<file path="config.mk">
export PLATFORM = sky130hd
export DESIGN_NAME = mc_row_stream
export DESIGN_NICKNAME = d
export VERILOG_FILES = /design/src/rtl/mc_pkg.sv /design/src/rtl/mc_row_sub.sv /design/src/rtl/mc_row_stream.sv
export SDC_FILE = /design/constraint.sdc
export NUM_CORES = 1
export LEC_CHECK = 0
export BUFFER_PORTS_ARGS = -buffer_cell sky130_fd_sc_hd__buf_2
export CAP_MARGIN = 40
export CORE_MARGIN = 5
export CORE_UTILIZATION = 45
export CTS_CLUSTER_DIAMETER = 80
export DETAILED_ROUTE_END_ITERATION = 10
export MAX_ROUTING_LAYER = met4
export PLACE_DENSITY = 0.66
export SKIP_CTS_REPAIR_TIMING = 1
export SLEW_MARGIN = 20
export SYNTH_ARGS = -nofsm -noshare
export SYNTH_HDL_FRONTEND = slang
export SYNTH_SLANG_ARGS = --single-unit
</file>
<file path="constraint.sdc">
create_clock -name clk -period 7.8 [get_ports clk]
set_input_delay 0.39 -clock clk [delete_from_list [all_inputs] [get_ports clk]]
set_output_delay 0.39 -clock clk [all_outputs]
set_load 0.01 [all_outputs]
</file>
<file path="src/rtl/mc_pkg.sv">
// Shared types, geometry constants and pixel helpers for the streaming
// motion-compensation row engine.
package mc_pkg;

    localparam int unsigned MB_SIZE     = 4;
    localparam int unsigned PIXEL_WIDTH = 8;
    localparam int unsigned FRAME_W     = 16;
    localparam int unsigned FRAME_H     = 16;
    localparam int unsigned MV_WIDTH    = 6;

    localparam int unsigned COL_W    = $clog2(FRAME_W);
    localparam int unsigned ROW_W    = $clog2(FRAME_H);
    localparam int unsigned MB_IDX_W = $clog2(MB_SIZE);
    localparam int unsigned RES_W    = PIXEL_WIDTH + 1;
    localparam int unsigned DIM_W    = (COL_W > ROW_W) ? COL_W : ROW_W;
    // Signed coordinate width: wide enough that mb + mv + offset never wraps.
    localparam int unsigned CW       = ((MV_WIDTH > DIM_W) ? MV_WIDTH : DIM_W) + 2;

    typedef enum logic [1:0] {
        IDLE = 2'd0,
        READ = 2'd1,
        CALC = 2'd2,
        OUT  = 2'd3
    } state_t;

    typedef logic [PIXEL_WIDTH-1:0] pixel_t;
    typedef logic signed [RES_W-1:0] residual_t;

    function automatic logic [CW-1:0] clamp_coord(input logic signed [CW-1:0] v,
                                                  input logic signed [CW-1:0] hi);
        if (v < 0)
            return '0;
        else if (v > hi)
            return hi;
        else
            return v;
    endfunction

    function automatic pixel_t frame_px(input logic [FRAME_W*PIXEL_WIDTH-1:0] r,
                                        input logic [COL_W-1:0] c);
        return r[int'(c)*PIXEL_WIDTH +: PIXEL_WIDTH];
    endfunction

    function automatic pixel_t mb_px(input logic [MB_SIZE*PIXEL_WIDTH-1:0] r,
                                     input logic [MB_IDX_W-1:0] j);
        return r[int'(j)*PIXEL_WIDTH +: PIXEL_WIDTH];
    endfunction

    function automatic residual_t sub_px(input pixel_t a, input pixel_t b);
        return residual_t'({1'b0, a}) - residual_t'({1'b0, b});
    endfunction

endpackage

</file>
<file path="src/rtl/mc_row_sub.sv">
// Column clamp/select from one reference frame row and per-pixel residual.
module mc_row_sub
    import mc_pkg::*;
(
    input  logic [FRAME_W*PIXEL_WIDTH-1:0] ref_row,
    input  logic [MB_SIZE*PIXEL_WIDTH-1:0] cur_row,
    input  logic signed [CW-1:0]           col_base,
    output logic [MB_SIZE*RES_W-1:0]       res_c
);

    always_comb begin
        res_c = '0;
        for (int j = 0; j < MB_SIZE; j++) begin
            res_c[j*RES_W +: RES_W] = sub_px(
                mb_px(cur_row, MB_IDX_W'(j)),
                frame_px(ref_row, COL_W'(clamp_coord(col_base + $signed(CW'(j)),
                                                     $signed(CW'(FRAME_W - 1))))));
        end
    end

endmodule

</file>
<file path="src/rtl/mc_row_stream.sv">
// Handshaked motion-compensation engine: fetches one clamped reference row per
// step and emits a signed residual row per current-MB row.
module mc_row_stream
    import mc_pkg::*;
(
    input  logic                           clk,
    input  logic                           reset_n,
    input  logic                           start_valid,
    output logic                           start_ready,
    input  logic [COL_W-1:0]               mb_x,
    input  logic [ROW_W-1:0]               mb_y,
    input  logic [MV_WIDTH-1:0]            mv_x,
    input  logic [MV_WIDTH-1:0]            mv_y,
    output logic                           ref_rd_en,
    output logic [ROW_W-1:0]               ref_rd_row,
    input  logic [FRAME_W*PIXEL_WIDTH-1:0] ref_rd_data,
    input  logic                           cur_valid,
    output logic                           cur_ready,
    input  logic [MB_SIZE*PIXEL_WIDTH-1:0] cur_row,
    output logic                           res_valid,
    input  logic                           res_ready,
    output logic [MB_SIZE*RES_W-1:0]       res_row,
    output logic                           res_last,
    output logic                           busy
);

    state_t                      state, state_n;
    logic [MB_IDX_W-1:0]         row_idx, row_n;
    logic [COL_W-1:0]            mb_x_q, mb_x_n;
    logic [ROW_W-1:0]            mb_y_q, mb_y_n;
    logic signed [MV_WIDTH-1:0]  mv_x_q, mv_x_n;
    logic signed [MV_WIDTH-1:0]  mv_y_q, mv_y_n;
    logic [FRAME_W*PIXEL_WIDTH-1:0] ref_q, ref_sel;
    logic                        first_calc;
    logic                        res_valid_n, res_last_n;
    logic [MB_SIZE*RES_W-1:0]    res_row_n, res_c;
    logic signed [CW-1:0]        row_sum, col_base;
    logic [ROW_W-1:0]            rd_row_n;

    // Memory data is live only in the first CALC cycle; afterwards use the copy.
    assign ref_sel  = first_calc ? ref_rd_data : ref_q;
    assign col_base = $signed(CW'(mb_x_q)) + CW'(mv_x_q);

    mc_row_sub u_sub (
        .ref_row  (ref_sel),
        .cur_row  (cur_row),
        .col_base (col_base),
        .res_c    (res_c)
    );

    always_ff @(posedge clk or negedge reset_n) begin
        if (!reset_n) begin
            state       <= IDLE;
            row_idx     <= '0;
            mb_x_q      <= '0;
            mb_y_q      <= '0;
            mv_x_q      <= '0;
            mv_y_q      <= '0;
            ref_q       <= '0;
            first_calc  <= 1'b0;
            res_valid   <= 1'b0;
            res_row     <= '0;
            res_last    <= 1'b0;
            start_ready <= 1'b1;
            cur_ready   <= 1'b0;
            ref_rd_en   <= 1'b0;
            ref_rd_row  <= '0;
            busy        <= 1'b0;
        end else begin
            state       <= state_n;
            row_idx     <= row_n;
            mb_x_q      <= mb_x_n;
            mb_y_q      <= mb_y_n;
            mv_x_q      <= mv_x_n;
            mv_y_q      <= mv_y_n;
            first_calc  <= (state == READ);
            if (first_calc)
                ref_q <= ref_rd_data;
            res_valid   <= res_valid_n;
            res_row     <= res_row_n;
            res_last    <= res_last_n;
            start_ready <= (state_n == IDLE);
            cur_ready   <= (state_n == CALC);
            ref_rd_en   <= (state_n == READ);
            if (state_n == READ)
                ref_rd_row <= rd_row_n;
            busy        <= (state_n != IDLE);
        end
    end

    always_comb begin
        state_n     = state;
        row_n       = row_idx;
        mb_x_n      = mb_x_q;
        mb_y_n      = mb_y_q;
        mv_x_n      = mv_x_q;
        mv_y_n      = mv_y_q;
        res_valid_n = res_valid;
        res_row_n   = res_row;
        res_last_n  = res_last;

        case (state)
            IDLE: begin
                if (start_valid) begin
                    mb_x_n  = mb_x;
                    mb_y_n  = mb_y;
                    mv_x_n  = mv_x;
                    mv_y_n  = mv_y;
                    row_n   = '0;
                    state_n = READ;
                end
            end
            READ: state_n = CALC;
            CALC: begin
                if (cur_valid) begin
                    res_row_n   = res_c;
                    res_last_n  = (row_idx == MB_IDX_W'(MB_SIZE - 1));
                    res_valid_n = 1'b1;
                    state_n     = OUT;
                end
            end
            OUT: begin
                if (res_ready) begin
                    res_valid_n = 1'b0;
                    res_last_n  = 1'b0;
                    if (res_last) begin
                        state_n = IDLE;
                    end else begin
                        row_n   = row_idx + MB_IDX_W'(1);
                        state_n = READ;
                    end
                end
            end
            default: state_n = IDLE;
        endcase

        // Address of the row about to be read, from the values READ will see.
        row_sum  = $signed(CW'(mb_y_n)) + CW'(mv_y_n) + $signed(CW'(row_n));
        rd_row_n = ROW_W'(clamp_coord(row_sum, $signed(CW'(FRAME_H - 1))));
    end

endmodule

</file>
**Word level (Yosys, flattened, before mapping)**

Index checks and enable logic that the tools add are counted.
Widths: inputs -> output; s select.

- Bits in registers: 199
- Bits of input ports: 185
- Output and inout port bits: 46

- $add $sub $neg: 11
- $lt $le $gt $ge: 10
- Eq/ne operators: 8
- Shift operators: 4
- Mux-type cells: 29
- Reductions and logical operators: 7

Operator list:

| kind | count |
|---|---|
| $shiftx 128x8->8 | 4 |
| $mux 128 | 1 |
| $mux 4 | 12 |
| $sub 8x8->9 | 4 |
| $gt 8x5->1 const B | 4 |
| $lt 8x1->1 const B | 4 |
| $add 7x3->8 const B | 2 |
| $add 5x6->7 | 2 |
| $mux 2 | 6 |
| $mux 6 | 2 |
| $add 7x2->8 const B | 1 |
| $add 7x3->8 | 1 |
| $eq 2x2->1 const B | 4 |
| $pmux 2 s4 | 1 |
| $gt 7x5->1 const B | 1 |
| $lt 7x1->1 const B | 1 |
| $eq 2x1->1 const B | 2 |
| $logic_not 2->1 | 2 |
| $mux 1 | 4 |
| $ne 2x2->1 const B | 2 |
| $pmux 1 s2 | 2 |
| $pmux 2 s2 | 1 |
| $reduce_and 2->1 | 2 |
| $reduce_bool 2->1 | 2 |
| other kinds (2) | 2 |

**Logic depth before layout (Yosys ltp)**

- Depth in word-level cells: 8
- Gate-level depth with buffers: 28
- Mapped depth without buffers: 25

**Modules after synthesis**

A second synthesis with hierarchy kept.

- Cells, all modules: 1415
- Area, all modules: 14247.4 um^2

By module, submodules not included:

| module | times used | cells each | area each (um^2) |
|---|---|---|---|
| mc_row_stream | 1 | 510 | 7933.9 |
| mc_row_sub | 1 | 905 | 6313.6 |

**Least setup slack after synthesis**

No wires, ideal clock.

- Kind: register to register
- Start point: reg mb_x_q[0]
- End point: reg res_row[34]
- Arrival: 5297 ps
- Data required time: 7664 ps
- Slack: 2367 ps
- Stages on the path, launching flop included: 27
- Buffers on the path: 3
- Cell sequence: dfrtp_1 ha_1 inv_1 fa_1 clkbuf_1 inv_1 ha_1 buf_2 a21oi_1 xnor2_1 xnor2_1 nand4_1 and3_4 buf_6 nor2_1 a211oi_1 or4_1 nand3_1 ha_1 a21o_1 a21o_1 a21o_1 a21o_1 a21o_1 a21oi_1 xor2_1 o21ai_0

- Word-level cells in the longest chain between the ends: 7
- Elaborated cells between the ends (all ways): 8

Ends and longest elaborated chain:

| element | line | text |
|---|---|---|
| start: declaration | mc_row_stream.sv:29 | `logic [COL_W-1:0] mb_x_q, mb_x_n;` |
| start signal: assignment | mc_row_stream.sv:72 | `mb_x_q <= mb_x_n;` |
| $add 5x6->7 * | mc_row_stream.sv:42 | `assign col_base = $signed(CW'(mb_x_q)) + CW'(mv_x_q);` |
| $add 7x3->8 * | mc_row_sub.sv:16 | `frame_px(ref_row, COL_W'(clamp_coord(col_base + $signed(CW'(j)),` |
| $gt 8x5->1 | mc_pkg.sv:33 | `else if (v > hi)` |
| $mux 4 | mc_pkg.sv:33 |  |
| $mux 4 * | mc_pkg.sv:31 | `if (v < 0)` |
| $shiftx 128x8->8 * | mc_pkg.sv:41 | `return r[int'(c)*PIXEL_WIDTH +: PIXEL_WIDTH];` |
| $sub 8x8->9 * | mc_pkg.sv:50 | `return residual_t'({1'b0, a}) - residual_t'({1'b0, b});` |
| end signal: assignment | mc_row_stream.sv:80 | `res_row <= res_row_n;` |
| end: declaration | mc_row_stream.sv:22 | `output logic [MB_SIZE*RES_W-1:0] res_row,` |

Every way passes the cells marked *; elsewhere a longest branch is shown, timed or not.
A chain may end at the register's enable or synchronous reset.

**Final worst setup path**

Ends and elaborated chain as after synthesis.

==> results.json <==
{
  "wl_microns": 55500,
  "min-delay-path-class": "input pin to flip-flop",
  "fin_nets": 2047,
  "cts_sinks": 199,
  "timing.critical_path.arrival_ps": 6840,
  "grt_start_max_net_pins": 77,
  "via_count_of_the_first_global_routing_pass": 13800,
  "antenna_left": 0,
  "post_synth_num_cell_types": 91,
  "area.sequential_sq_mm": 0.00498,
  "number_of_port_buffers": 230,
  "fill_cells": 2991,
  "finalSetupViolCount": 0,
  "synth_edf_count": 0,
  "clk-insertion-delay-late_ps": 470,
  "yosysWarningCount": 0,
  "tightest_slew_ps": 915,
  "drtPass1Iterations": 6,
  "synth_largest_type_area_fraction_pct": 34.3,
  "netlist_area_before_placement_sq_mm": 0.0145,
  "via_per_inst": 6.26,
  "floorplan.die_area_sq_mm": 0.0358,
  "cts_buffers": 17,
  "die_width_microns": 189,
  "post-dp-hpwl_microns": 41300,
  "final_min_period_over_clock_period_pct": 83.7,
  "post_synth.cell_area_avg_sq_um": 8.99,
  "synth.top_cells.by_area": "dfrtp_1 34%, mux2i_1 6.9%, mux2_2 6.1%",
  "startpoint_type": "flip-flop",
  "drive_above_1_share_pct": 24.7,
  "reported_max_cap_violation_count": 0,
  "grtUsageTotal_pct": 31.5,
  "hold_path_depth": 2,
  "worst-r2r-setup-slack_ps": 1270,
  "design.portCount": 231,
  "vias": 13900,
  "final_max_slew_viol_count": 0,
  "synth_ff_type": "dfrtp_1",
  "worst_ep_required_time_ps": 8120,
  "timing.setup.tns_ps": 0,
  "cts_htree_levels": 4,
  "fmax_mhz": 153,
  "antenna_found_initial": 4,
  "grt_setup_unrepaired": "no",
  "layout_common_cells": "229 x buf_2, 197 x dfrtp_1, 151 x nand2_1",
  "netlist_instances": 1609,
  "wire_length_of_the_first_global_routing_pass_microns": 84800,
  "critical_path_class": "flip-flop to flip-flop",
  "gp_routability_congestion": 1.00,
  "post-route-drc-count": 0,
  "clock_tree_from_tritoncts": "built",
  "postSynthNetCount": 1854,
  "multiInputGateArea_sq_mm": 0.00865,
  "fin_crit_ps": 6530,
  "floorplan.die.height_microns": 189,
  "cts-root-to-sink-buffers": 2,
  "yosysTopAreaCell": "dfrtp_1",
  "layout-area-overhead-vs-synth_pct": 16.0,
  "path_clk_slew_ps": 80,
  "routed_wire_length_per_instance_microns": 25.0,
  "r2r.worst_path.cells": 23,
  "final-hold-violation-count": 0,
  "crit_path_max_fanout": 11,
  "grt_overflow": 0,
  "synth_async_sr_flop_share_pct": 100,
  "post_synthesis_sequential_element_count": 199,
  "layout_commonest_cell": "buf_2",
  "fp.coreArea_sq_mm": 0.0316,
  "initial_core_util_pct": 45.7,
  "seq_area_frac_synth_pct": 34.4,
  "cp-end-kind": "flip-flop",
  "std_cell_rows": 65,
  "timing.max_slew.rel_slack_pct": 37.3,
  "clock_tree.root_cell": "clkbuf_16",
  "run_status": "finished, final reports clean",
  "drt_first_iter_violations": 1482,
  "skew_ps": 12.2
}
## metrics by stage
step	instance area (sq um)	utilization [%]	hold WS, ps	std cells	setup slack, ps
after global placement	16000	50.7	393	2176	1560
final	16800	53.0	148	2221	1270
after detailed placement	16100	51.0	396	2181	1500
after CTS	16700	52.8	-107	2213	1450
after floorplan	14500	-	94.4	1609	2370
after global routing	16800	53.0	149	2220	960
## logic make-up (layout without fill, tap and decap cells)
kind of cell / Yosys count / count (layout) / share of synthesized area [%]
AOI/OAI and AO/OA: 579 / 579 / 27.4
and+or+nand+nor: 341 / 341 / 10.9
buffers and inverters: 214 / 420 / 6.07
DFF: 199 / 199 / 34.4
muxes: 178 / 178 / 13.0
adders and majority gates: 60 / 60 / 5.60
xor gates and xnor gates: 38 / 38 / 2.56
other: 0 / 4 / 0
## cell usage after synthesis (all sizes together), types with 7 or more instances
cell	number
dfrtp	198
o21ai	157
nand2	153
inv	102
mux2i	100
o211ai	95
nor2	85
a21oi	78
mux2	78
clkbuf	61
ha	52
buf	51
a211oi	43
a21o	34
nand3	26
xnor2	26
a31oi	22
a221oi	21
nor3	19
nand4	14
nor2b	13
o22ai	12
xor2	12
a22oi	11
o31ai	10
a211o	9
a21boi	9
o221ai	9
a22o	8
a311oi	8
fa	8
a221o	7
## routing by layer
metal | GRT usage [%] | routed length [microns]
met1 | 42.0 | 23600
met2 | 47.0 | 24500
met4 | 10.7 | 1900
met3 | 8.30 | 5500
met5 | - | 0
## area by class of cell
| type | count | area share (%) |
|---|---|---|
| diodes | 4 | 0.0596 |
| clock inverters | 12 | 0.701 |
| clock buffers | 20 | 2.78 |
| well taps | 402 | 3.00 |
| inverters | 102 | 2.28 |
| multi-input cells | 1196 | 51.6 |
| repair buffers | 286 | 9.92 |
| flip-flops and latches | 199 | 29.7 |
## final timing paths
path | startpoint | end
worst min register to register | res_row[25]$_DFFE_PN0P_ | res_row[25]$_DFFE_PN0P_
max in group asynchronous | reset_n | ref_q[14]$_DFF_PN0_
worst min-delay path | mv_x[2] | mv_x_q[2]$_DFFE_PN0P_
worst max register to register | mb_x_q[0]$_DFFE_PN0P_ | res_row[34]$_DFFE_PN0P_
worst max-delay path | mb_x_q[0]$_DFFE_PN0P_ | res_row[34]$_DFFE_PN0P_
min in group asynchronous | reset_n | res_row[1]$_DFFE_PN0P_
## flip-flops by register name, indices dropped and copies added (netlist names), 2 cells and up
name,count
state,2
mv_x_q,6
ref_q,128
row_idx,2
res_row,36
mb_y_q,4
mv_y_q,6
mb_x_q,4
ref_rd_row,4
## critical path: stages, from the launching register on
cell     delay (ps)
dfrtp_1         360
ha_1            190
inv_1            60
fa_1            400
xor2_1          410
inv_2           130
ha_1            340
a21oi_1         480
xnor2_1         200
xnor2_1         170
nand3_1         240
a31oi_4         690
nor2_1          140
a31oi_1         200
nand4_1         110
a31oi_1         620
ha_1            400
a21o_1          200
a21o_1          190
a21o_1          200
a21o_1          180
a21oi_1         160
xor2_1          170
o21ai_0         100
Power is left out: the tool's default activity adds up to more than one toggle a clock period on the data nets, which glitch-free logic cannot reach.
